[src/rtl/ifu_pkg.sv]
// Shared types and constants for the instruction fetch unit and its word buffer.
package ifu_pkg;

  typedef enum logic [1:0] {
    ST_IDLE,
    ST_REQ,
    ST_WAIT_RVALID,
    ST_DRAIN
  } ifu_state_e;

  localparam logic [31:0] NOP_INST    = 32'h0000_0013;
  localparam int          NUM_ENTRIES = 2;

  typedef struct packed {
    logic        valid;
    logic [29:0] tag;
    logic [31:0] data;
    logic        err;
  } ifu_entry_t;

  function automatic logic tag_match(input ifu_entry_t e, input logic [29:0] t);
    return e.valid && (e.tag == t);
  endfunction

endpackage

[src/rtl/ifu_line_buffer.sv]
// Two-entry tagged word buffer: looks up the fetch word and its successor, and
// fills either the entry already holding the tag or the round-robin victim.
module ifu_line_buffer
  import ifu_pkg::*;
(
  input  logic        clk,
  input  logic        reset,
  input  logic [29:0] lookup_tag,
  input  logic [29:0] next_tag,
  output logic        hit,
  output logic [31:0] hit_data,
  output logic        hit_err,
  output logic        next_present,
  input  logic        fill_en,
  input  logic [29:0] fill_tag,
  input  logic [31:0] fill_data,
  input  logic        fill_err
);

  ifu_entry_t                 entry_reg [NUM_ENTRIES];
  logic                       victim_reg;
  logic [NUM_ENTRIES-1:0]     lookup_match;
  logic [NUM_ENTRIES-1:0]     next_match;
  logic [NUM_ENTRIES-1:0]     fill_match;
  logic [NUM_ENTRIES-1:0]     fill_sel;
  logic                       fill_idx;
  ifu_entry_t                 fill_entry;

  generate
    for (genvar gi = 0; gi < NUM_ENTRIES; gi++) begin : g_cmp
      assign lookup_match[gi] = tag_match(entry_reg[gi], lookup_tag);
      assign next_match[gi]   = tag_match(entry_reg[gi], next_tag);
      assign fill_match[gi]   = tag_match(entry_reg[gi], fill_tag);
      assign fill_sel[gi]     = fill_en && (fill_idx == 1'(gi));
    end
  endgenerate

  assign hit          = |lookup_match;
  assign next_present = |next_match;

  // Fills never duplicate a tag, so at most one entry can match any lookup.
  always_comb begin
    hit_data = '0;
    hit_err  = 1'b0;
    fill_idx = victim_reg;
    for (int i = 0; i < NUM_ENTRIES; i++) begin
      if (lookup_match[i]) begin
        hit_data = entry_reg[i].data;
        hit_err  = entry_reg[i].err;
      end
      if (fill_match[i]) begin
        fill_idx = 1'(i);
      end
    end
  end

  assign fill_entry = '{valid: 1'b1, tag: fill_tag, data: fill_data, err: fill_err};

  always_ff @(posedge clk or negedge reset) begin
    if (!reset) begin
      victim_reg <= 1'b0;
      for (int i = 0; i < NUM_ENTRIES; i++) begin
        entry_reg[i] <= '0;
      end
    end else begin
      if (fill_en) begin
        victim_reg <= ~victim_reg;
      end
      for (int i = 0; i < NUM_ENTRIES; i++) begin
        if (fill_sel[i]) begin
          entry_reg[i] <= fill_entry;
        end
      end
    end
  end

endmodule

[src/rtl/inst_fetch_unit.sv]
// Instruction-side bus front end: single-outstanding req/gnt/rvalid fetches into a
// two-entry word buffer, with optional next-word prefetch and a response timeout.
module inst_fetch_unit
  import ifu_pkg::*;
#(
  parameter int          PREFETCH = 1,
  parameter int          TIMEOUT  = 16,
  parameter logic [31:0] NOP      = NOP_INST
) (
  input  logic        clk,
  input  logic        reset,
  input  logic [31:0] pc_i,
  output logic [31:0] inst_o,
  output logic        inst_stall_o,
  output logic        inst_access_fault_o,
  output logic        imem_req,
  output logic [31:0] imem_addr,
  input  logic        imem_gnt,
  input  logic        imem_rvalid,
  input  logic [31:0] imem_rdata,
  input  logic        imem_err
);

  localparam int              CNT_W    = (TIMEOUT > 2) ? $clog2(TIMEOUT) : 1;
  localparam logic [CNT_W-1:0] CNT_LAST = CNT_W'(TIMEOUT - 1);

  ifu_state_e       state_reg;
  logic [29:0]      addr_reg;
  logic [CNT_W-1:0] cnt_reg;
  logic             req_reg;

  logic [29:0] pc_tag;
  logic [29:0] next_tag;
  logic        buf_hit;
  logic [31:0] buf_data;
  logic        buf_err;
  logic        next_present;
  logic        bypass_hit;
  logic        fill_en;
  logic [31:0] fill_data;
  logic        fill_err;
  logic        unused_pc_bits;

  assign pc_tag         = pc_i[31:2];
  assign next_tag       = pc_i[31:2] + 30'd1;
  assign unused_pc_bits = &{1'b0, pc_i[1:0]};

  ifu_line_buffer u_line_buffer (
    .clk          (clk),
    .reset        (reset),
    .lookup_tag   (pc_tag),
    .next_tag     (next_tag),
    .hit          (buf_hit),
    .hit_data     (buf_data),
    .hit_err      (buf_err),
    .next_present (next_present),
    .fill_en      (fill_en),
    .fill_tag     (addr_reg),
    .fill_data    (fill_data),
    .fill_err     (fill_err)
  );

  // A timeout fills a faulted NOP entry so the core traps instead of stalling forever.
  assign fill_en   = (state_reg == ST_WAIT_RVALID) && (imem_rvalid || (cnt_reg == CNT_LAST));
  assign fill_data = imem_rvalid ? imem_rdata : NOP;
  assign fill_err  = imem_rvalid ? imem_err : 1'b1;

  assign bypass_hit = (state_reg == ST_WAIT_RVALID) && imem_rvalid && (addr_reg == pc_tag);

  always_comb begin
    inst_o              = NOP;
    inst_stall_o        = 1'b1;
    inst_access_fault_o = 1'b0;
    if (buf_hit) begin
      inst_stall_o = 1'b0;
      if (buf_err) inst_access_fault_o = 1'b1;
      else         inst_o = buf_data;
    end else if (bypass_hit) begin
      inst_stall_o = 1'b0;
      if (imem_err) inst_access_fault_o = 1'b1;
      else          inst_o = imem_rdata;
    end
  end

  assign imem_req  = req_reg;
  assign imem_addr = {addr_reg, 2'b00};

  always_ff @(posedge clk or negedge reset) begin
    if (!reset) begin
      state_reg <= ST_IDLE;
      addr_reg  <= '0;
      cnt_reg   <= '0;
      req_reg   <= 1'b0;
    end else begin
      case (state_reg)
        ST_IDLE: begin
          if (!buf_hit) begin
            addr_reg  <= pc_tag;
            req_reg   <= 1'b1;
            state_reg <= ST_REQ;
          end else if ((PREFETCH != 0) && !next_present) begin
            addr_reg  <= next_tag;
            req_reg   <= 1'b1;
            state_reg <= ST_REQ;
          end
        end
        ST_REQ: begin
          if (imem_gnt) begin
            req_reg   <= 1'b0;
            cnt_reg   <= '0;
            state_reg <= ST_WAIT_RVALID;
          end
        end
        ST_WAIT_RVALID: begin
          if (imem_rvalid) begin
            state_reg <= ST_IDLE;
          end else if (cnt_reg == CNT_LAST) begin
            cnt_reg   <= '0;
            state_reg <= ST_DRAIN;
          end else begin
            cnt_reg <= cnt_reg + 1'b1;
          end
        end
        ST_DRAIN: begin
          // A late response belongs to the abandoned access and is dropped.
          if (imem_rvalid || (cnt_reg == CNT_LAST)) begin
            state_reg <= ST_IDLE;
          end else begin
            cnt_reg <= cnt_reg + 1'b1;
          end
        end
        default: state_reg <= ST_IDLE;
      endcase
    end
  end

endmodule

[config.mk]
export PLATFORM = sky130hd
export DESIGN_NAME = inst_fetch_unit
export DESIGN_NICKNAME = d
export VERILOG_FILES = /design/src/rtl/ifu_pkg.sv /design/src/rtl/ifu_line_buffer.sv /design/src/rtl/inst_fetch_unit.sv
export SDC_FILE = /design/constraint.sdc
export NUM_CORES = 1
export LEC_CHECK = 0
export BUFFER_PORTS_ARGS = -buffer_cell sky130_fd_sc_hd__clkbuf_2
export CAP_MARGIN = 20
export CORE_MARGIN = 2
export CORE_UTILIZATION = 59
export CTS_CLUSTER_SIZE = 30
export DETAILED_ROUTE_END_ITERATION = 16
export PLACE_DENSITY = 0.87
export SLEW_MARGIN = 20
export SYNTH_ARGS = -nofsm -noshare
export SYNTH_HDL_FRONTEND = slang
export SYNTH_SLANG_ARGS = --single-unit
[constraint.sdc]
create_clock -name clk -period 3.33 [get_ports clk]
set_input_delay 0.1665 -clock clk [delete_from_list [all_inputs] [get_ports clk]]
set_output_delay 0.1665 -clock clk [all_outputs]
set_load 0.005 [all_outputs]
* Word level (Yosys, flattened, before mapping)
Cells that the tools add are included.
** Operators by class
- $add $sub $neg :: 2
- Equal/unequal tests :: 18
- Mux-type cells :: 36
- Bitwise logic cells :: 2
- Reduce and logical (&&, ||, !) cells :: 21
** Operators with widths (count)
- $mux 32 :: 7
- $eq 30x30->1 :: 7
- $mux 30 :: 2
- $add 30x1->30 const B :: 1
- $mux 4 :: 4
- $mux 1 :: 14
- $mux 2 :: 6
- $pmux 4 s3 :: 1
- $logic_and 1x1->1 :: 11
- $ne 2x2->1 const B :: 5
- $pmux 2 s4 :: 1
- $reduce_and 4->1 :: 2
- $add 4x1->4 const B :: 1
- $eq 2x2->1 const B :: 2
- $eq 4x4->1 const B :: 1
- $reduce_or 2->1 :: 2
- $ne 3x2->1 const B :: 1
- $ne 3x3->1 const B :: 1
- $reduce_and 3->1 :: 1
- $reduce_bool 3->1 :: 1
- $eq 2x1->1 const B :: 1
- $logic_not 2->1 :: 1
- $not 1->1 :: 2
- $pmux 1 s2 :: 1
- 3 further kinds :: 3
** Storage, ports and cells
- Register bits :: 166
- Input bits :: 69
- Word-level logic and storage cells :: 92

* Longest topological paths before layout
Gate-level depths: netlist of the first run.
- Word-level depth :: 7
- Mapped depth :: 13
- Gate-level depth less buffers :: 10

* Modules after synthesis
From an unflattened synthesis of the first run, not the netlist that was laid out.
** Unflattened totals
- Cells, all modules :: 1069
- Area total of the unflattened synthesis :: 10749.1 um2
** By module, submodules not included
- ifu_line_buffer :: instances 1, cells each 630, area an instance 7300.8 um2, sequential area each 3228.1 um2
- inst_fetch_unit :: instances 1, cells each 439, area an instance 3448.3 um2, sequential area each 925.9 um2

* Worst setup path before layout of the first run
No wires, ideal clock.
- Path kind :: input -> register
- From :: input pc_i[2]
- To :: register addr_reg[0]
- Setup time :: 125 ps
- Arrival time :: 2950 ps
- Required time :: 3205 ps
- Path slack :: 255 ps
- Stages :: 13
- Path buffers :: 3
- Cell sequence :: ha_1 buf_4 nand3_2 buf_6 or3_4 a21oi_1 o21ai_0 or4_1 a2111o_1 nor4_4 a211o_4 buf_12 mux2_4
** Between the ends
- Cells in the longest elaborated chain, start to end :: 6
- Elaborated cells on any way between the ends :: 15
- Classes of those cells :: 1 x add/sub; 5 x eq/ne; 2 x mux; 7 x reduce/logical
** RTL lines
- start: declaration :: line inst_fetch_unit.sv:12 : input logic [31:0] pc_i,
- $add 30x1->30 :: line inst_fetch_unit.sv:45 : assign next_tag = pc_i[31:2] + 30'd1;
- $eq 30x30->1 :: line ifu_pkg.sv:22 : return e.valid && (e.tag == t);
- $logic_and 1x1->1 :: line ifu_pkg.sv:22
- $reduce_or 2->1 :: line ifu_line_buffer.sv:39 : assign next_present = |next_match;
- $ne 2x2->1 (no line)
- $reduce_and 2->1 (no line)
- end signal: assignment :: line inst_fetch_unit.sv:98 : addr_reg <= pc_tag;
- end signal: assignment :: line inst_fetch_unit.sv:102 : addr_reg <= next_tag;
- end: declaration :: line inst_fetch_unit.sv:28 : logic [29:0] addr_reg;
Parallel ways exist; a longest one is shown, timed or not. The select of a mux whose other input is x is not followed.
A chain may end at the register's enable or synchronous reset.

* Worst setup path in the final report of the first run
- From :: register u_line_buffer.entry_reg[109] in the netlist's numbering
- To :: register addr_reg[27]
** Between the ends
- Cells in the longest elaborated chain, start to end :: 5
- Elaborated cells on any way between the ends :: 9
- Classes of those cells :: 3 x eq/ne; 1 x mux; 5 x reduce/logical
** RTL lines
- start: declaration :: line ifu_line_buffer.sv:20 : ifu_entry_t entry_reg [NUM_ENTRIES];
- start signal: indexed assignment :: line ifu_line_buffer.sv:71 : entry_reg[i] <= fill_entry;
- $eq 30x30->1 :: line ifu_pkg.sv:22
- $logic_and 1x1->1 :: line ifu_pkg.sv:22
- $reduce_or 2->1, on equally long branches :: line ifu_line_buffer.sv:38, ifu_line_buffer.sv:39
- $ne 2x2->1 (no line)
- $reduce_and 2->1 (no line)
Parallel ways exist; a longest one is shown, timed or not.

==> results of run 1 <==
## cell usage in the layout, fill, tap and decap left out, types with 5 or more instances in the layout
| cell type | n |
|---|---|
| nor2_1 | 33 |
| nand3_1 | 19 |
| nor4_1 | 18 |
| clkinv_8 | 7 |
| nand2_2 | 5 |
| mux2_2 | 119 |
| and3_1 | 6 |
| a21oi_1 | 14 |
| xor2_1 | 79 |
| nand4_1 | 44 |
| and2_1 | 30 |
| buf_6 | 5 |
| clkbuf_16 | 20 |
| buf_4 | 164 |
| clkbuf_2 | 127 |
| xnor2_2 | 17 |
| nand2_1 | 40 |
| inv_1 | 49 |
| o21ai_0 | 16 |
| nor4_2 | 6 |
| nand2b_1 | 11 |
| buf_12 | 13 |
| xnor2_1 | 127 |
| a222oi_1 | 32 |
| dfrtp_1 | 163 |
| nor2b_1 | 5 |
| nor4_4 | 5 |
| nor3_1 | 16 |
| mux2_4 | 29 |
## path summary, 6_finish.rpt
path	from	depth (start not counted)	slack, ns	endpoint
worst max-delay path	u_line_buffer.entry_reg[109]$_DFFE_PN0P_	13	-0.1	addr_reg[27]$_DFFE_PN0P_
worst min-delay path	imem_rdata[4]	5	0.05	u_line_buffer.entry_reg[5]$_DFFE_PN0P_
worst max register to register	u_line_buffer.entry_reg[109]$_DFFE_PN0P_	13	-0.1	addr_reg[27]$_DFFE_PN0P_
worst min register to register	u_line_buffer.victim_reg$_DFFE_PN0P_	1	0.48	u_line_buffer.victim_reg$_DFFE_PN0P_
max in group asynchronous	reset	3	2.10	addr_reg[1]$_DFFE_PN0P_
min in group asynchronous	reset	2	0.31	addr_reg[11]$_DFFE_PN0P_
## critical path: stages, from the launching register on
cell and delay [ns]:
dfrtp_1 0.42, xnor2_1 0.21, buf_4 0.17, nand4_1 0.18
nor4_2 0.31, nand4_1 0.16, buf_4 0.18, a2111oi_4 0.34
buf_4 0.17, nand4_1 0.12, o31ai_2 0.28, a211o_4 0.27
clkbuf_16 0.21, mux2_4 0.30
## kinds of logic (layout without fill, tap and decap cells)
logic type	count (synthesis)	in the layout	share of synthesized area [%]
adders and majority gates	2	2	0.2263
other	1	3	0.03392
DFF	166	166	37.58
muxes	150	150	16.21
buffers and inverters	151	399	6.372
and+or+nand+nor	271	271	14.66
xor gates and xnor gates	226	226	18.17
AOI/OAI and AO/OA	94	94	6.757
## final cells by class
| type | instances | share of cell area, % |
|---|---|---|
| Multi-Input combinational cell | 745 | 46.00 |
| Sequential cell | 166 | 29.64 |
| Timing Repair Buffer | 318 | 16.49 |
| Clock buffer | 17 | 3.032 |
| Tap cell | 234 | 2.087 |
| Clock inverter | 15 | 1.418 |
| Inverter | 49 | 1.311 |
| Antenna cell | 1 | 0.01784 |
## routing by layer
metal  GRT usage [%]  part of all wire, %
met5               0                0.040
met3           7.677                  8.9
met4           18.37                  5.4
met1           51.30                   38
met2           64.29                   47
## what timing repair did
action	4_1_cts	5_1_grt
setup buffers	5	6
hold buffers	1	0
setup endpoints to repair	63	62
resized for setup	32	18
hold endpoints to repair	76	0
pin swaps	13	25
gates cloned	2	4
## power groups by stage
stage	sequential, mW	combinational, mW	clock (mW)
global placement	3.90	5.31	0
global route	4.18	6.23	2.16
detailed placement	3.99	5.43	0
finish	4.09	5.99	2.07
floorplan	3.61	3.55	0
CTS	4.02	5.61	2.08
==> results.cfg, run 1 <==
[outcome]
status = finished, violations left
violations = negative setup slack

[place]
hpwl_um = 28660
place_inst = 1494
pre_cts_ws_ns = -0.1768
gp_routability_congestion = 1.081
io_buffers = 131
placedInstanceArea_mm2 = 0.01294

[timing]
finalCritPeriodShare_pct = 103.0
fmax_mhz = 291.6
relSlewSlack_pct = 48.86
hold_viol_final = 0
drv_slew = 0
fin_skew_ns = 0.02154
rsz0062_at_grt = yes
setup-tns-final_ns = -2.641
period_needed_ns = 3.430
whs_ns = 0.05227
worst_slack_ns = -0.09991
worst_pin_slew_ns = 0.7671
finalSetupViolations = 41

[synthesis]
synth.most_common_cell = dfrtp_1
yosysSeqAreaShare_pct = 37.58
ys.warnings.count = 0
synthFlopType = dfrtp_1
synth_edf_count = 0
ys_types = 70
avgSynthCellArea_um2 = 10.42
synth_cells = 1061
yosysTopAreaCell = dfrtp_1
synthArstFlopShare_pct = 100.0
synth_commonest_cells = dfrtp_1, xnor2_1, mux2_2
synth_seq_cells = 166
synth_top_cell_area_share_pct = 37.58
synth_area_mm2 = 0.01105
yosys-top-cells-area = dfrtp_1, mux2_2, xnor2_1

[floorplanning]
start_util_pct = 59.70
boundaryPins = 136
die-area_mm2 = 0.01985
rows = 50
die_x_um = 140.9
coreArea_mm2 = 0.01852
die_height_um = 140.9

[worst_setup_path]
crit_fanout = 6
worst-setup-path-type = reg -> reg
worstSetupStartpointType = flip-flop
end_kind = flip-flop
cp.required_ns = 3.66
arrival_ns = 3.76

[clocking]
cts_tree = done
h-tree-depth = 4
clkTransAtPathRegs_ns = 0.08
cts_num_sinks = 166
cts.path.max_buffers = 2
cts_made_buffers = 17
clock-root-buffer = clkbuf_16
insertion_delay_ns = 0.45

[route]
drtAntennaViolNets = 0
wl_per_cell_um = 25.60
vias = 9689
vias_per_cell = 6.271
remaining_drc_errors = 0
wl_um = 39560
drt_iter0_drc = 1102
dr.pass1.iters = 9

[layout]
seqCellArea_mm2 = 0.004158
largest_reg_flops = 128
drive_above_1_share_pct = 42.82
fin_cells = 1545
nets = 1368
final_util_pct = 75.76
fillers = 1188
area_delta_synth_final_pct = 26.90
multi_input_area_mm2 = 0.006454
final_area_mm2 = 0.01403

[global_route]
grt_max_degree = 79
gr-total-overflow = 0
grt_util_all_layers_pct = 39.50
antenna_found_initial = 1
grt_pass1_wl_um = 58440
grt_pass1_vias = 9709

[power_and_ir_drop]
p_comb_share_pct = 49.3
clockPowerShare_pct = 17.0
intPower_mw = 7.046
power_density_mw_per_mm2 = 866.2
p_sw_mw = 5.105
ir_worst_vdd_mv = 0.5476
p_leak_nw = 6.515
p_total_mw = 12.15
seqPwrFrac_pct = 33.6
sw_frac_of_total_pct = 42.01

[min_path]
hold_path_class = in -> reg

[run]
maxCapViolations = 0
No activity file was read; power rests on OpenSTA's default activity.
==> run 2, diff against run 1 <==
--- a/config.mk
+++ b/config.mk
@@ -17,2 +17,3 @@
 export SYNTH_HDL_FRONTEND = slang
 export SYNTH_SLANG_ARGS = --single-unit
+export TNS_END_PERCENT = 50
==> constraint.sdc (replaced) <==
create_clock -name clk -period 3.33 [get_ports clk]
set_input_delay 0.8325 -clock clk [delete_from_list [all_inputs] [get_ports clk]]
set_output_delay 0.8325 -clock clk [all_outputs]
set_load 0.005 [all_outputs]
==> run 2 against run 1 <==
  * The flow still finishes with violations (negative setup slack)
  * Routed wire length rose by 7.5%
  * Register-to-register slack got worse by 0.32 ns
  * Sequential share of layout area shrank 2.5 points
  * Hold slack better by 0.34 ns
  * Cell count is 5.6% higher
  * Non-clock buffer count increased by 88
  * Worst setup slack lost 0.77 ns
  * Clock-buffer cell count stayed put
  * Via count increased by 7.3%
  * First-iteration DRC count grew 39%
==> results.cfg, run 2 (synthesis results as in run 1) <==
[outcome]
status = finished, violations left
violations = negative setup slack

[timing]
hold_viol_final = 0
period_needed_ns = 4.199
worst_slack_ns = -0.8695
fin_skew_ns = 0.01992
fmax_mhz = 238.1
worst_pin_slew_ns = 0.6915
rsz0062_at_grt = yes
finalSetupViolations = 66
drv_slew = 0
finalCritPeriodShare_pct = 126.1
relSlewSlack_pct = 53.90
setup-tns-final_ns = -39.54

[route]
wl_um = 42500
vias_per_cell = 6.371
drtAntennaViolNets = 0
wl_per_cell_um = 26.04
drt_iter0_drc = 1530
dr.pass1.iters = 7
vias = 10400
remaining_drc_errors = 0

[place]
pre_cts_ws_ns = -0.7503
io_buffers = 131
hpwl_um = 28520
gp_routability_congestion = 1.085

[global_route]
grt_pass1_wl_um = 58970
gr-total-overflow = 0
antenna_found_initial = 0
grt_pass1_vias = 9860
grt_max_degree = 71
grt_util_all_layers_pct = 39.69

[power_and_ir_drop]
clockPowerShare_pct = 16.7
p_leak_nw = 7.150
ir_worst_vdd_mv = 0.4976
p_sw_mw = 5.552
sw_frac_of_total_pct = 42.59
intPower_mw = 7.483
p_comb_share_pct = 51.7
power_density_mw_per_mm2 = 851.5
seqPwrFrac_pct = 31.6

[worst_setup_path]
cp.required_ns = 2.50
worst-setup-path-type = in -> out
arrival_ns = 3.37
slowest_delay_ns = 0.38
cp_cell_sequence = buf_6, buf_8, xnor2_2, nand4_1, nor4_2, nand4_1, and2_4, nand2_4, nor2_4, buf_6, buf_16, a222oi_1, inv_1, clkbuf_2
r2r-start = u_line_buffer.entry_reg[109]$_DFFE_PN0P_
worstSetupStartpointType = input port
crit_start = pc_i[13]
end_kind = output port
crit_fanout = 8
slowest_stage = a222oi_1

[clocking]
clkTransAtPathRegs_ns = 0.08
cts_tree = done
clock-root-buffer = clkbuf_16
cts.path.max_buffers = 2
cts_hold_buf = 0
h-tree-depth = 4
cts_num_sinks = 166
cts_made_buffers = 17
insertion_delay_ns = 0.46

[floorplanning]
die_x_um = 140.9
coreArea_mm2 = 0.01852
rows = 50
boundaryPins = 136
die_height_um = 140.9
start_util_pct = 59.70
die-area_mm2 = 0.01985

[layout]
final_common_cell = buf_4
multi_input_area_mm2 = 0.006902
nets = 1456
largest_reg_flops = 128
drive_above_1_share_pct = 49.43
fillers = 993
layout_common_cells = buf_4, dfrtp_1, mux2_2, xnor2_1, clkbuf_2
antenna_cells = 0
area_delta_synth_final_pct = 38.47
seqCellArea_mm2 = 0.004155

[min_path]
hold_path_class = in -> async

[run]
maxCapViolations = 0
run 2: cell types whose count changed in the layout (fill, tap and decap cells not counted), sizes merged:
cell,previous run,this run
diode,1,0
buf,187,288
clkbuf,147,135
dlygate4sd3,1,0
inv,55,56
clkinv,9,8
run 2: per-stage QoR:
step / hold slack [ns] / util, % / instance area, um2 / cells / total power, mW
final: 0.3966 / 82.66 / 15310 / 1632 / 13.03
after floorplan: 0.4419 / - / 11270 / 1062 / 7.188
after detailed placement: 0.4680 / 73.11 / 13540 / 1569 / 9.711
after CTS: 0.4358 / 79.20 / 14670 / 1612 / 12.07
after global routing: 0.4634 / 82.66 / 15310 / 1632 / 13.39
after global placement: 0.4573 / 73.11 / 13540 / 1569 / 9.511
run 2: timing repair:
| action | CTS | global route |
|---|---|---|
| endpoints found under the hold margin | 0 | 0 |
| setup buffers | 10 | 16 |
| setup endpoints to repair | 66 | 157 |
| pin swaps | 17 | 33 |
| gates cloned | 2 | 6 |
| gates resized for setup | 57 | 97 |
run 2: critical path, delay by kind of cell:
family,cells,cell delay [ns]
buf+inv,6,0.78
compound gates,1,0.38
xor+xnor,1,0.13
simple gates,6,1.24
run 2: final timing paths:
check | end | slack, ns | cells past startpoint
max in group asynchronous | u_line_buffer.entry_reg[49]$_DFFE_PN0P_ | 2.15 | 2
min in group clk | u_line_buffer.victim_reg$_DFFE_PN0P_ | 0.48 | 1
worst min-delay path | addr_reg[12]$_DFFE_PN0P_ | 0.40 | 1
worst min register to register | u_line_buffer.victim_reg$_DFFE_PN0P_ | 0.48 | 1
worst max-delay path | inst_o[24] | -0.87 | 14
worst max register to register | addr_reg[3]$_DFFE_PN0P_ | -0.42 | 12
run 2: layout make-up:
cell class / count / area share, %
Clock buffer: 17 / 2.779
Clock inverter: 15 / 1.414
Inverter: 49 / 1.202
Multi-Input combinational cell: 745 / 45.09
Sequential cell: 166 / 27.15
Tap cell: 234 / 1.913
Timing Repair Buffer: 406 / 20.46
run 2: per-layer routing:
metal,GRT usage [%],part of all wire (%)
met1,52.53,38
met2,62.85,45
met3,8.798,10
met4,18.00,6.7
met5,0,0
run 2: power by group through the flow:
stage	clock [mW]	sequential (mW)	combinational [mW]
finish	2.17	4.12	6.74
global route	2.24	4.20	6.95
CTS	2.14	3.95	5.98
detailed placement	0	3.92	5.79
global placement	0	3.84	5.67
floorplan	0	3.61	3.58
==> run 3, diff against run 2 <==
Settings changed: PLACE_DENSITY 0.87 to not set, PLACE_DENSITY_LB_ADDON set to 0.05, REMOVE_ABC_BUFFERS set to 1.
==> run 3 against run 2 <==
  * The run still ends with negative setup slack left
  * Worst setup slack improved by 0.26 ns
  * Clock skew shrank 0.0028 ns
  * Non-clock buffer count increased by 33
  * Register-to-register slack gained 0.26 ns
  * Hold slack got worse by 0.050 ns
  * Sequential share of layout area down 0.27 points
  * Routed wire length fell by 6.7%
  * Critical endpoint is now inst_o[26]
==> results.cfg, run 3 (synthesis results as in run 1) <==
[timing]
finalSetupViolations = 66
drv_slew = 0
worst_slack_ns = -0.6068
hold_viol_final = 0
worst_pin_slew_ns = 0.7316
setup-tns-final_ns = -29.15
fin_skew_ns = 0.01707
fmax_mhz = 254.0
rsz0062_at_grt = yes
whs_ns = 0.3471
finalCritPeriodShare_pct = 118.2
period_needed_ns = 3.937
relSlewSlack_pct = 50.78

[route]
vias_per_cell = 6.013
dr.pass1.iters = 6
top_layer = met5
drtAntennaViolNets = 0
wl_per_cell_um = 23.82
remaining_drc_errors = 0
drt_iter0_drc = 1127
wl_met3_um = 3885
wl_met1_um = 16170
wl_um = 39660
wl_met2_um = 18000
vias = 10010

[clocking]
cts_hold_buf = 0
insertion_delay_ns = 0.45
clock-root-buffer = clkbuf_16
cts_made_buffers = 17
cts_tree = done
h-tree-depth = 4
cts.path.max_buffers = 2
cts_num_sinks = 166
clkTransAtPathRegs_ns = 0.07

[power_and_ir_drop]
p_total_mw = 12.70
p_comb_share_pct = 53.1
clockPowerShare_pct = 15.8
ir_worst_vdd_mv = 0.5992
sw_frac_of_total_pct = 40.50
seqPwrFrac_pct = 31.1
intPower_mw = 7.554
p_leak_nw = 7.308
power_density_mw_per_mm2 = 821.1
p_sw_mw = 5.142

[layout]
layout_common_cells = buf_4, dfrtp_1, mux2_2, xnor2_1, clkbuf_2
area_delta_synth_final_pct = 39.88
final_util_pct = 83.50
nets = 1489
largest_reg_flops = 128
final_common_cell = buf_4
drive_above_1_share_pct = 50.31
antenna_cells = 0
fillers = 1079

[floorplanning]
coreArea_mm2 = 0.01852
die-area_mm2 = 0.01985
die_x_um = 140.9
rows = 50
boundaryPins = 136
die_height_um = 140.9
start_util_pct = 59.70

[global_route]
gr-total-overflow = 0
antenna_found_initial = 1
grt_pass1_wl_um = 57340
grt_pass1_vias = 9758
grt_max_degree = 64
grt_util_all_layers_pct = 38.75

[worst_setup_path]
cp.required_ns = 2.50
worst-setup-path-type = in -> out
worstSetupStartpointType = input port
crit_fanout = 16
end_kind = output port
arrival_ns = 3.10

[place]
io_buffers = 131
hpwl_um = 27730
gp_routability_congestion = 1.054
pre_cts_ws_ns = -0.9708

[outcome]
violations = negative setup slack
status = finished, violations left

[min_path]
hold_path_class = in -> async

[run]
maxCapViolations = 0
## run 3: power groups by stage
stage / sequential [mW] / clock (mW) / combinational (mW)
global route: 4.03 / 2.09 / 7.03
floorplan: 3.89 / 0 / 3.01
finish: 3.95 / 2.01 / 6.74
global placement: 3.73 / 0 / 5.92
detailed placement: 3.79 / 0 / 6.03
CTS: 3.83 / 2.02 / 6.25
## run 3: worst paths after layout
check	startpoint	end	slack [ns]	cells after the start
hold reg to reg	u_line_buffer.victim_reg$_DFFE_PN0P_	u_line_buffer.victim_reg$_DFFE_PN0P_	0.48	1
min in group clk	u_line_buffer.victim_reg$_DFFE_PN0P_	u_line_buffer.victim_reg$_DFFE_PN0P_	0.48	1
setup reg to reg	u_line_buffer.entry_reg[51]$_DFFE_PN0P_	addr_reg[29]$_DFFE_PN0P_	-0.16	12
max in group asynchronous	reset	u_line_buffer.entry_reg[5]$_DFFE_PN0P_	2.12	2
hold / removal	reset	u_line_buffer.entry_reg[104]$_DFFE_PN0P_	0.35	1
setup / recovery	pc_i[27]	inst_o[26]	-0.61	13
## run 3: critical path: stages
cell and delay [ns]:
clkbuf_2 0.16, buf_4 0.20, xor2_1 0.19, nor4_1 0.25, buf_4 0.20, nand4_1 0.21
nor4_4 0.25, nand2_2 0.11, nor2_4 0.20, buf_12 0.19, a222oi_1 0.10, inv_1 0.08
clkbuf_2 0.11
## run 3: per-stage QoR
| step | instances | instance area [um2] |
|---|---|---|
| final | 1665 | 15460 |
| after global routing | 1665 | 15460 |
| after CTS | 1640 | 14830 |
| after detailed placement | 1598 | 13700 |
| after global placement | 1598 | 13700 |
| after floorplan | 960 | 10540 |
## run 3: layer usage
metal	track usage, %	up-vias
met1	53.08	4921
li1	-	4413
met2	59.90	563
met3	9.715	113
met5	0	-
met4	14.53	2
## run 3: layout make-up
cell class | count | area, um2 | share of cell area, %
repair buffers | 439 | 3374 | 21.82
multi-input cells | 745 | 6869 | 44.42
inverters | 49 | 183.9 | 1.190
clock inverters | 15 | 161.4 | 1.044
flip-flops and latches | 166 | 4155 | 26.87
clock buffers | 17 | 425.4 | 2.751
well taps | 234 | 292.8 | 1.894
## run 3: repair_timing
item / CTS / global route
gates resized for setup: 66 / 102
gates cloned: 4 / 3
setup buffers: 6 / 23
setup endpoints to repair: 66 / 163
pin swaps: 27 / 38
